## config.mk

```make
export PLATFORM = sky130hd
export DESIGN_NAME = adc_responder_flat
export DESIGN_NICKNAME = d
export VERILOG_FILES = /design/src/rtl/adc_responder_if.sv /design/src/rtl/adc_responder.sv /design/src/flat_wrapper.sv
export SDC_FILE = /design/constraint.sdc
export NUM_CORES = 1
export LEC_CHECK = 0
export BUFFER_PORTS_ARGS = -buffer_cell sky130_fd_sc_hd__buf_2
export CORE_ASPECT_RATIO = 1.25
export CORE_MARGIN = 10
export CORE_UTILIZATION = 41
export CTS_CLUSTER_SIZE = 10
export DETAILED_ROUTE_END_ITERATION = 6
export HOLD_SLACK_MARGIN = 0.08
export MAX_ROUTING_LAYER = met4
export PLACE_DENSITY_LB_ADDON = 0.25
export SLEW_MARGIN = 10
export SYNTH_ARGS = -nofsm -noshare
export SYNTH_HDL_FRONTEND = slang
export SYNTH_SLANG_ARGS = --single-unit
```

## constraint.sdc

```tcl
create_clock -name CLOCK_50MHz -period 1.7 [get_ports CLOCK_50MHz]
set_input_delay 0.255 -clock CLOCK_50MHz [delete_from_list [all_inputs] [get_ports CLOCK_50MHz]]
set_output_delay 0.255 -clock CLOCK_50MHz [all_outputs]
set_load 0.1 [all_outputs]
```

## src/rtl/adc_responder_if.sv

```systemverilog
// Pin bundle between a serial ADC controller and the emulated dual-channel ADC.
// The controller drives the master side; the responder sits on the slave side.
interface adc_responder_if #(
  parameter int DATA_W = 12
);
  logic              ADC_CNVST;
  logic              ADC_SCLK;
  logic              ADC_CS_N;
  logic [DATA_W-1:0] SAMPLE0;
  logic [DATA_W-1:0] SAMPLE1;
  logic [1:0]        ADC_OUT;
  logic              BUSY;
  logic              XFER_DONE;

  modport master (
    output ADC_CNVST, ADC_SCLK, ADC_CS_N, SAMPLE0, SAMPLE1,
    input  ADC_OUT, BUSY, XFER_DONE
  );

  modport slave (
    input  ADC_CNVST, ADC_SCLK, ADC_CS_N, SAMPLE0, SAMPLE1,
    output ADC_OUT, BUSY, XFER_DONE
  );
endinterface

```

## src/rtl/adc_responder.sv

```systemverilog
// Emulates a 2-channel serial ADC: latches SAMPLE0/1 on CNVST fall, shifts MSB-first on SCLK falls.
// Pins see ~3 core cycles of sync latency; no backpressure, the external controller paces SCLK.
module adc_responder #(
  parameter int DATA_W  = 12,
  parameter int LATENCY = 3
) (
  input  logic           CLOCK_50MHz,
  input  logic           RESET_n,
  adc_responder_if.slave bus
);
  localparam int BIT_W = $clog2(DATA_W + 1);
  localparam int LAT_W = (LATENCY < 1) ? 1 : $clog2(LATENCY + 1);
  localparam logic [BIT_W-1:0] BIT_LAST = BIT_W'(DATA_W - 1);
  localparam logic [LAT_W-1:0] LAT_MAX  = LAT_W'(LATENCY);

  typedef enum logic [1:0] {IDLE, WAIT, SHIFT, DONE} state_t;

  state_t            state_q, state_d;
  logic              cnv_s1_q, cnv_s2_q, cnv_h_q;
  logic              sclk_s1_q, sclk_s2_q, sclk_h_q;
  logic [1:0]        settle_q;
  logic [DATA_W-1:0] sh0_q, sh0_d, sh1_q, sh1_d;
  logic [BIT_W-1:0]  bit_q, bit_d;
  logic [LAT_W-1:0]  lat_q, lat_d;
  logic [1:0]        out_q, out_d;
  logic              busy_q, busy_d;
  logic              done_q, done_d;

  logic settled, cnv_fall, sclk_rise, sclk_fall;

  always_ff @(posedge CLOCK_50MHz or negedge RESET_n) begin
    if (!RESET_n) begin
      cnv_s1_q  <= 1'b1;
      cnv_s2_q  <= 1'b1;
      cnv_h_q   <= 1'b1;
      sclk_s1_q <= 1'b0;
      sclk_s2_q <= 1'b0;
      sclk_h_q  <= 1'b0;
      settle_q  <= 2'd0;
    end else begin
      cnv_s1_q  <= bus.ADC_CNVST;
      cnv_s2_q  <= cnv_s1_q;
      cnv_h_q   <= cnv_s2_q;
      sclk_s1_q <= bus.ADC_SCLK;
      sclk_s2_q <= sclk_s1_q;
      sclk_h_q  <= sclk_s2_q;
      if (settle_q != 2'd3) settle_q <= settle_q + 2'd1;
    end
  end

  // The CNVST chain restarts at its idle level, so a pin held low through reset would
  // look like a fresh falling edge; edges are ignored until the chain has flushed.
  assign settled   = (settle_q == 2'd3);
  assign cnv_fall  = settled & cnv_h_q & ~cnv_s2_q;
  assign sclk_rise = sclk_s2_q & ~sclk_h_q;
  assign sclk_fall = ~sclk_s2_q & sclk_h_q;

  always_comb begin
    state_d = state_q;
    sh0_d   = sh0_q;
    sh1_d   = sh1_q;
    bit_d   = bit_q;
    lat_d   = lat_q;
    out_d   = out_q;
    busy_d  = busy_q;
    done_d  = 1'b0;
    if (bus.ADC_CS_N) begin
      state_d = IDLE;
      out_d   = 2'b00;
      busy_d  = 1'b0;
    end else begin
      unique case (state_q)
        IDLE: begin
          out_d  = 2'b00;
          busy_d = 1'b0;
          if (cnv_fall) begin
            state_d = WAIT;
            sh0_d   = bus.SAMPLE0;
            sh1_d   = bus.SAMPLE1;
            lat_d   = '0;
            bit_d   = '0;
            busy_d  = 1'b1;
          end
        end
        WAIT: begin
          // Abort is checked first so a CNVST release beats any SCLK edge in the same cycle.
          if (cnv_s2_q) begin
            state_d = IDLE;
            out_d   = 2'b00;
            busy_d  = 1'b0;
          end else if (sclk_rise && lat_q != LAT_MAX) begin
            lat_d = lat_q + LAT_W'(1);
          end else if (sclk_fall && lat_q == LAT_MAX) begin
            out_d   = {sh1_q[DATA_W-1], sh0_q[DATA_W-1]};
            state_d = SHIFT;
          end
        end
        SHIFT: begin
          if (cnv_s2_q) begin
            state_d = IDLE;
            out_d   = 2'b00;
            busy_d  = 1'b0;
          end else if (sclk_rise) begin
            bit_d = bit_q + BIT_W'(1);
            if (bit_q == BIT_LAST) begin
              state_d = DONE;
              out_d   = 2'b00;
              busy_d  = 1'b0;
              done_d  = 1'b1;
            end
          end else if (sclk_fall) begin
            sh0_d = sh0_q << 1;
            sh1_d = sh1_q << 1;
            out_d = {sh1_q[DATA_W-2], sh0_q[DATA_W-2]};
          end
        end
        DONE: begin
          out_d  = 2'b00;
          busy_d = 1'b0;
          if (cnv_s2_q) state_d = IDLE;
        end
      endcase
    end
  end

  always_ff @(posedge CLOCK_50MHz or negedge RESET_n) begin
    if (!RESET_n) begin
      state_q <= IDLE;
      sh0_q   <= '0;
      sh1_q   <= '0;
      bit_q   <= '0;
      lat_q   <= '0;
      out_q   <= 2'b00;
      busy_q  <= 1'b0;
      done_q  <= 1'b0;
    end else begin
      state_q <= state_d;
      sh0_q   <= sh0_d;
      sh1_q   <= sh1_d;
      bit_q   <= bit_d;
      lat_q   <= lat_d;
      out_q   <= out_d;
      busy_q  <= busy_d;
      done_q  <= done_d;
    end
  end

  assign bus.ADC_OUT   = out_q;
  assign bus.BUSY      = busy_q;
  assign bus.XFER_DONE = done_q;
endmodule

```

## src/flat_wrapper.sv

```systemverilog
// flat-port wrapper written by rule: the top's interface ports become plain ports
module adc_responder_flat 
#(
  parameter int DATA_W  = 12,
  parameter int LATENCY = 3
)
  (CLOCK_50MHz, RESET_n, bus_ADC_CNVST, bus_ADC_SCLK, bus_ADC_CS_N, bus_SAMPLE0, bus_SAMPLE1, bus_ADC_OUT, bus_BUSY, bus_XFER_DONE);
  adc_responder_if #(.DATA_W(DATA_W)) bus_i ();
  input  logic CLOCK_50MHz;
  input  logic RESET_n;
  input wire logic [$bits(bus_i.ADC_CNVST)-1:0] bus_ADC_CNVST;
  input wire logic [$bits(bus_i.ADC_SCLK)-1:0] bus_ADC_SCLK;
  input wire logic [$bits(bus_i.ADC_CS_N)-1:0] bus_ADC_CS_N;
  input wire logic [$bits(bus_i.SAMPLE0)-1:0] bus_SAMPLE0;
  input wire logic [$bits(bus_i.SAMPLE1)-1:0] bus_SAMPLE1;
  output wire logic [$bits(bus_i.ADC_OUT)-1:0] bus_ADC_OUT;
  output wire logic [$bits(bus_i.BUSY)-1:0] bus_BUSY;
  output wire logic [$bits(bus_i.XFER_DONE)-1:0] bus_XFER_DONE;
  assign bus_i.ADC_CNVST = bus_ADC_CNVST;
  assign bus_i.ADC_SCLK = bus_ADC_SCLK;
  assign bus_i.ADC_CS_N = bus_ADC_CS_N;
  assign bus_i.SAMPLE0 = bus_SAMPLE0;
  assign bus_i.SAMPLE1 = bus_SAMPLE1;
  assign bus_ADC_OUT = bus_i.ADC_OUT;
  assign bus_BUSY = bus_i.BUSY;
  assign bus_XFER_DONE = bus_i.XFER_DONE;
  adc_responder #(.DATA_W(DATA_W), .LATENCY(LATENCY)) u_core (.CLOCK_50MHz(CLOCK_50MHz), .RESET_n(RESET_n), .bus(bus_i));
endmodule
```

Word-level counts from Yosys, hierarchy flattened

Cells that the tools add are included.

$add $sub $neg: 3
Equal/unequal tests: 24
Multiplexer cells: 49
Bitwise gates (word level): 8
Reductions and logical operators: 12

Operators with widths:

| kind                                                  | number |
|---|---|
| 2-to-1 mux 12 bit                                     | 8 |
| case mux 12 bit (2 select lines)                      | 2 |
| 2-to-1 mux 2 bit                                      | 20 |
| 2-to-1 mux 4 bit                                      | 3 |
| inequality test 4 x 2 -> 1 bit, second input constant | 3 |
| AND reduction 6 bit                                   | 2 |
| 2-to-1 mux 1 bit                                      | 11 |
| inequality test 2 bit, second input constant          | 5 |
| AND reduction 5 bit                                   | 2 |
| inequality test 3 x 2 -> 1 bit, second input constant | 3 |
| equality test 2 bit, second input constant            | 4 |
| inequality test 2 x 1 -> 1 bit, second input constant | 4 |
| case mux 2 bit (4 select lines)                       | 1 |
| case mux 4 bit (2 select lines)                       | 1 |
| case mux 2 bit (3 select lines)                       | 1 |
| inequality test 5 x 2 -> 1 bit, second input constant | 1 |
| inequality test 5 x 4 -> 1 bit, second input constant | 1 |
| adder 2 x 1 -> 2 bit, second input constant           | 2 |
| adder 4 x 1 -> 4 bit, second input constant           | 1 |
| bitwise AND 1 bit                                     | 4 |
| equality test 4 bit, second input constant            | 1 |
| inequality test 4 x 3 -> 1 bit, second input constant | 1 |
| inverter 1 bit                                        | 4 |
| case mux 1 bit (4 select lines)                       | 1 |
| 8 further kinds                                       | 10 |

Flip-flop bits (word level): 44
Input bits: 29
Logic and storage cells: 111

Depth between registers and ports, before layout

Depth after elaboration: 8
Mapped depth: 7
Depth with buffers taken out: 6

Worst setup path after synthesis

Ideal clock, no wire load.

Path type: register to register
Start point: reg u_core.cnv_s2_q
End point: reg u_core.bit_q[0]
Setup time: 0.125 ns
Arrival: 1.563 ns
Data required time: 1.575 ns
Path slack: 0.012 ns
Cell stages (with the launch flop): 6
Path buffers: 1
Clock period less this slack: 1.688 ns
Cell sequence: dfstp_2 -> or2_1 -> clkbuf_1 -> o22a_1 -> a211oi_2 -> mux2_2

Word-level cells in the longest chain between the ends: 4

Ends and longest elaborated chain:

| element                                         | RTL line             | source |
|---|---|---|
| from (decl)                                     | adc_responder.sv:19  | `logic cnv_s1_q, cnv_s2_q, cnv_h_q;` |
| from (signal assigned)                          | adc_responder.sv:42  | `cnv_s2_q <= cnv_s1_q;` |
| inverter 1 bit                                  | adc_responder.sv:54  | `assign cnv_fall = settled & cnv_h_q & ~cnv_s2_q;` |
| bitwise AND 1 bit                               | adc_responder.sv:54  |  |
| inequality test 2 x 1 -> 1 bit (no source line) | n/a                  |  |
| AND reduction 5 bit (no source line) (*)        | n/a                  |  |
| to (signal assigned)                            | adc_responder.sv:140 | `bit_q <= bit_d;` |
| to (decl)                                       | adc_responder.sv:23  | `logic [BIT_W-1:0] bit_q, bit_d;` |

Mark *: on every way between the ends. The rest lies on a longest branch, timed or not.
A chain may end at the register's enable or synchronous reset.

Final worst setup path

Start point: reg u_core.state_q[0]
End point: reg u_core.sh0_q[9]

Word-level cells in the longest chain between the ends: 3

Ends and longest elaborated chain:

| element                                                        | RTL line             | source |
|---|---|---|
| from (decl)                                                    | adc_responder.sv:18  | `state_t state_q, state_d;` |
| from (signal assigned)                                         | adc_responder.sv:137 | `state_q <= state_d;` |
| equality test 2 bit or logical NOT 2 bit (tied branches)       | adc_responder.sv:72  | `unique case (state_q)` |
| inequality test 2 bit (no source line) (tied with other cells) | n/a                  |  |
| AND reduction 6 bit (no source line)                           | n/a                  |  |
| to (signal assigned)                                           | adc_responder.sv:129 | `sh0_q <= '0;` |
| to (signal assigned)                                           | adc_responder.sv:138 | `sh0_q <= sh0_d;` |
| to (decl)                                                      | adc_responder.sv:22  | `logic [DATA_W-1:0] sh0_q, sh0_d, sh1_q, sh1_d;` |

Parallel ways exist; a longest one is shown, timed or not.

==> run summary <==
Status -> finished with violations
Worst R2R Setup Slack -> -0.02 ns
Hold Path Depth -> 3
Sequential fraction of the synthesis area -> 0.512
Starting Density -> 0.425
R2r worst-path depth -> 6
DIE WIDTH -> 84.9 um
Tcrit/Tclk final -> 1.01
Final Instance Count excl. Fillers -> 339
Total Power -> 2.28 mW
Critical Path Source Type -> flip-flop
RR Startpoint -> u_core.state_q[0]$_DFFE_PN0P_
Dpl cells -> 322
Distinct cell type count after synthesis -> 37
RR Endpoint -> u_core.sh0_q[9]$_DFFE_PN0P_
Synth Register Bits -> 44
Synthesis Warnings -> 0
Number of synthesized flops with an enable pin -> 0
Port buffer count -> 32
Cell breakdown of the critical path -> or4_4 -> o22ai_4 -> buf_12 -> clkbuf_16 -> nor2_2 -> a31oi_1
CTS tree -> yes
Fin. Hold Viols -> 0
Post-Place Setup Slack -> 0.0245 ns
VDD IR max -> 0.564 mV
DP HPWL -> 3.26 mm
Synth Instances -> 225
CP arrival -> 1.94 ns
HP Start -> bus_SAMPLE1[0]
Worst-path clk slew -> 0.08 ns
Minimum clock period -> 1.72 ns
DR iter-0 viols -> 108
CTS root buf -> clkbuf_8
Worst relative slew slack -> 0.663
DRT antenna net count -> 0
HP Class -> in2reg
Commonest non-fill, non-tap cell in the layout -> nand2_1
Crit. End Element -> flip-flop
Worst skew pair latency -> 0.29 ns
Worst hold slack -> 0.165 ns
CORE AREA -> 0.00508 mm^2
Initial antenna violation count -> 0
Total GRT Usage -> 0.113
Dominant synthesized flop cell -> dfrtp_1
Die area -> 0.00858 mm^2
LEAKAGE -> 1.22 nW
Via count -> 1755
Wirelength per Cell -> 14.4 um
Syn_area_per_cell -> 9.59 um^2
Top cells by area, synth -> dfrtp_1, nand2_1, nor2_1
Failing checks -> negative setup slack
Worst Skew -> 0.00514 ns
Total grt overflow -> 0
Final setup viols -> 11
Vias in the first global route -> 1738
Fmax -> 580 MHz
DIE HEIGHT -> 101 um
Max stage delay cell, worst path -> or4_4
Final nets -> 311
CTS Buf Count -> 5
IO Pins -> 33
Pwr dens -> 817 mW/mm^2
Maximum fanout along the worst path -> 6
First-pass DRT Iterations -> 4
Clock Path Buffers -> 2
CTS Sinks -> 44
Post-Route Utilization -> 0.549
Ys async rst share -> 1.00
Max-slew violation count -> 0
N_diodes -> 0
Largest stage delay, worst path -> 0.54 ns
Share of post-route cells with drive strength above 1 -> 0.343
GPL Wtd Cong -> 0.802
RSZ-0062 raised after global routing -> true
Largest net degree at the start of global routing -> 25
Routed vias/inst -> 5.18
# DRC -> 0
Area share of the largest cell type after synthesis -> 0.476
Worst endpoint required time -> 1.92 ns
WL final -> 4.89 mm
Yosys top cell by area -> dfrtp_1
Row count -> 29
# Max-Cap Violations -> 0
Global-route wire length before repair -> 7.96 mm
Crit Path Category -> reg2reg
Worst slew pin tran -> 0.506 ns
Most frequent cells in the layout -> nand2_1, dfrtp_1, buf_2
Syn_nets -> 260
Htree depth -> 2
Final WS setup -> -0.0239 ns
Layout area overhead -> 29.2%
Mapped cell area -> 0.00216 mm^2
Hold endpoint -> u_core.sh1_q[0]$_DFFE_PN0P_
==> cell type report <==
type,instances,area (um^2)
Inverter,5,18.8
Fill cell,467,2290
Timing Repair Buffer,56,468
Clock buffer,7,76.3
Clock inverter,1,5.00
Tap cell,62,77.6
Sequential cell,44,1100
Multi-Input combinational cell,164,1040
==> cells in the mapped netlist (2+ instances only) <==
library cell	number
a31oi_1	17
mux2_2	4
nor2_1	29
dfstp_2	3
clkbuf_1	7
nor3_1	5
o21ai_0	6
nor2b_1	4
inv_1	5
a32o_1	2
nand2_1	53
dfrtp_1	41
buf_6	2
a21oi_1	4
ha_1	6
or2_1	2
a22o_1	2
nand2b_1	4
o31ai_1	2
nand3_1	3
buf_4	2
a31oi_2	7
==> layer usage <==
layer | part of all wire | up-vias | global-route usage | wire, um
met1 | 0.46 | 841 | 0.139 | 2240
met2 | 0.50 | 32 | 0.179 | 2460
met5 | 0 | - | - | 0
met4 | 0.012 | 0 | 0.0406 | 59
li1 | - | 876 | - | -
met3 | 0.027 | 6 | 0.0259 | 130
==> flip-flops by register name, summed over array words and instances (netlist names), 2 cells and up <==
register and cells:
u_core.lat_q 2, u_core.sh0_q 12, u_core.settle_q 2, u_core.state_q 2
u_core.bus.ADC_OUT 2, u_core.sh1_q 12, u_core.bit_q 4
==> worst max path at each step <==
stage	start	endpoint
finish	u_core.state_q[0]$_DFFE_PN0P_	u_core.sh0_q[9]$_DFFE_PN0P_
floorplan	u_core.cnv_s2_q$_DFF_PN1_	u_core.bit_q[0]$_DFFE_PN0P_
detailed placement	u_core.state_q[1]$_DFFE_PN0P_	u_core.sh0_q[9]$_DFFE_PN0P_
global route	u_core.state_q[0]$_DFFE_PN0P_	u_core.sh0_q[3]$_DFFE_PN0P_
global placement	u_core.state_q[1]$_DFFE_PN0P_	u_core.sh1_q[5]$_DFFE_PN0P_
CTS	u_core.state_q[1]$_DFFE_PN0P_	u_core.sh0_q[10]$_DFFE_PN0P_
==> logic make-up (layout without fill, tap and decap cells) <==
group | after synthesis | after routing | synth area share
adders and majority gates | 6 | 6 | 0.0348
muxes | 5 | 5 | 0.0255
buffers and inverters | 17 | 69 | 0.0400
AOI/OAI and AO/OA | 46 | 46 | 0.167
and+or+nand+nor | 106 | 106 | 0.216
xor gates and xnor gates | 1 | 1 | 0.00406
DFF | 44 | 44 | 0.512
==> power breakdown <==
part | total (mW) | internal, mW | leakage, nW | switching [mW]
combinational | 0.376 | 0.197 | 0.660 | 0.179
clock | 0.647 | 0.289 | 0.0422 | 0.357
sequential | 1.26 | 1.17 | 0.514 | 0.0860
total | 2.28 | 1.66 | 1.22 | 0.622
==> stage by stage <==
step                      TNS (ns)  instance area, um^2
final                      -0.0835                 2790
after global routing         -1.32                 2790
after CTS                 -0.00266                 2590
after detailed placement         0                 2480
after global placement           0                 2480
after floorplan                  0                 2160
==> worst max-delay path: cells and delay by family (launching register included) <==
kind	cells	cell delay, ns
flops	1	0.41
buf+inv	2	0.30
compound gates	2	0.34
simple gates	2	0.57
==> repair_timing <==
action	in CTS	in global routing
gates cloned	0	4
buffers inserted	0	2
hold buffers	3	0
hold endpoints to repair	21	0
gates resized for setup	2	22
setup endpoints to repair	2	27
pin swaps	0	3
Note: power is estimated with default switching activity, not from simulation.
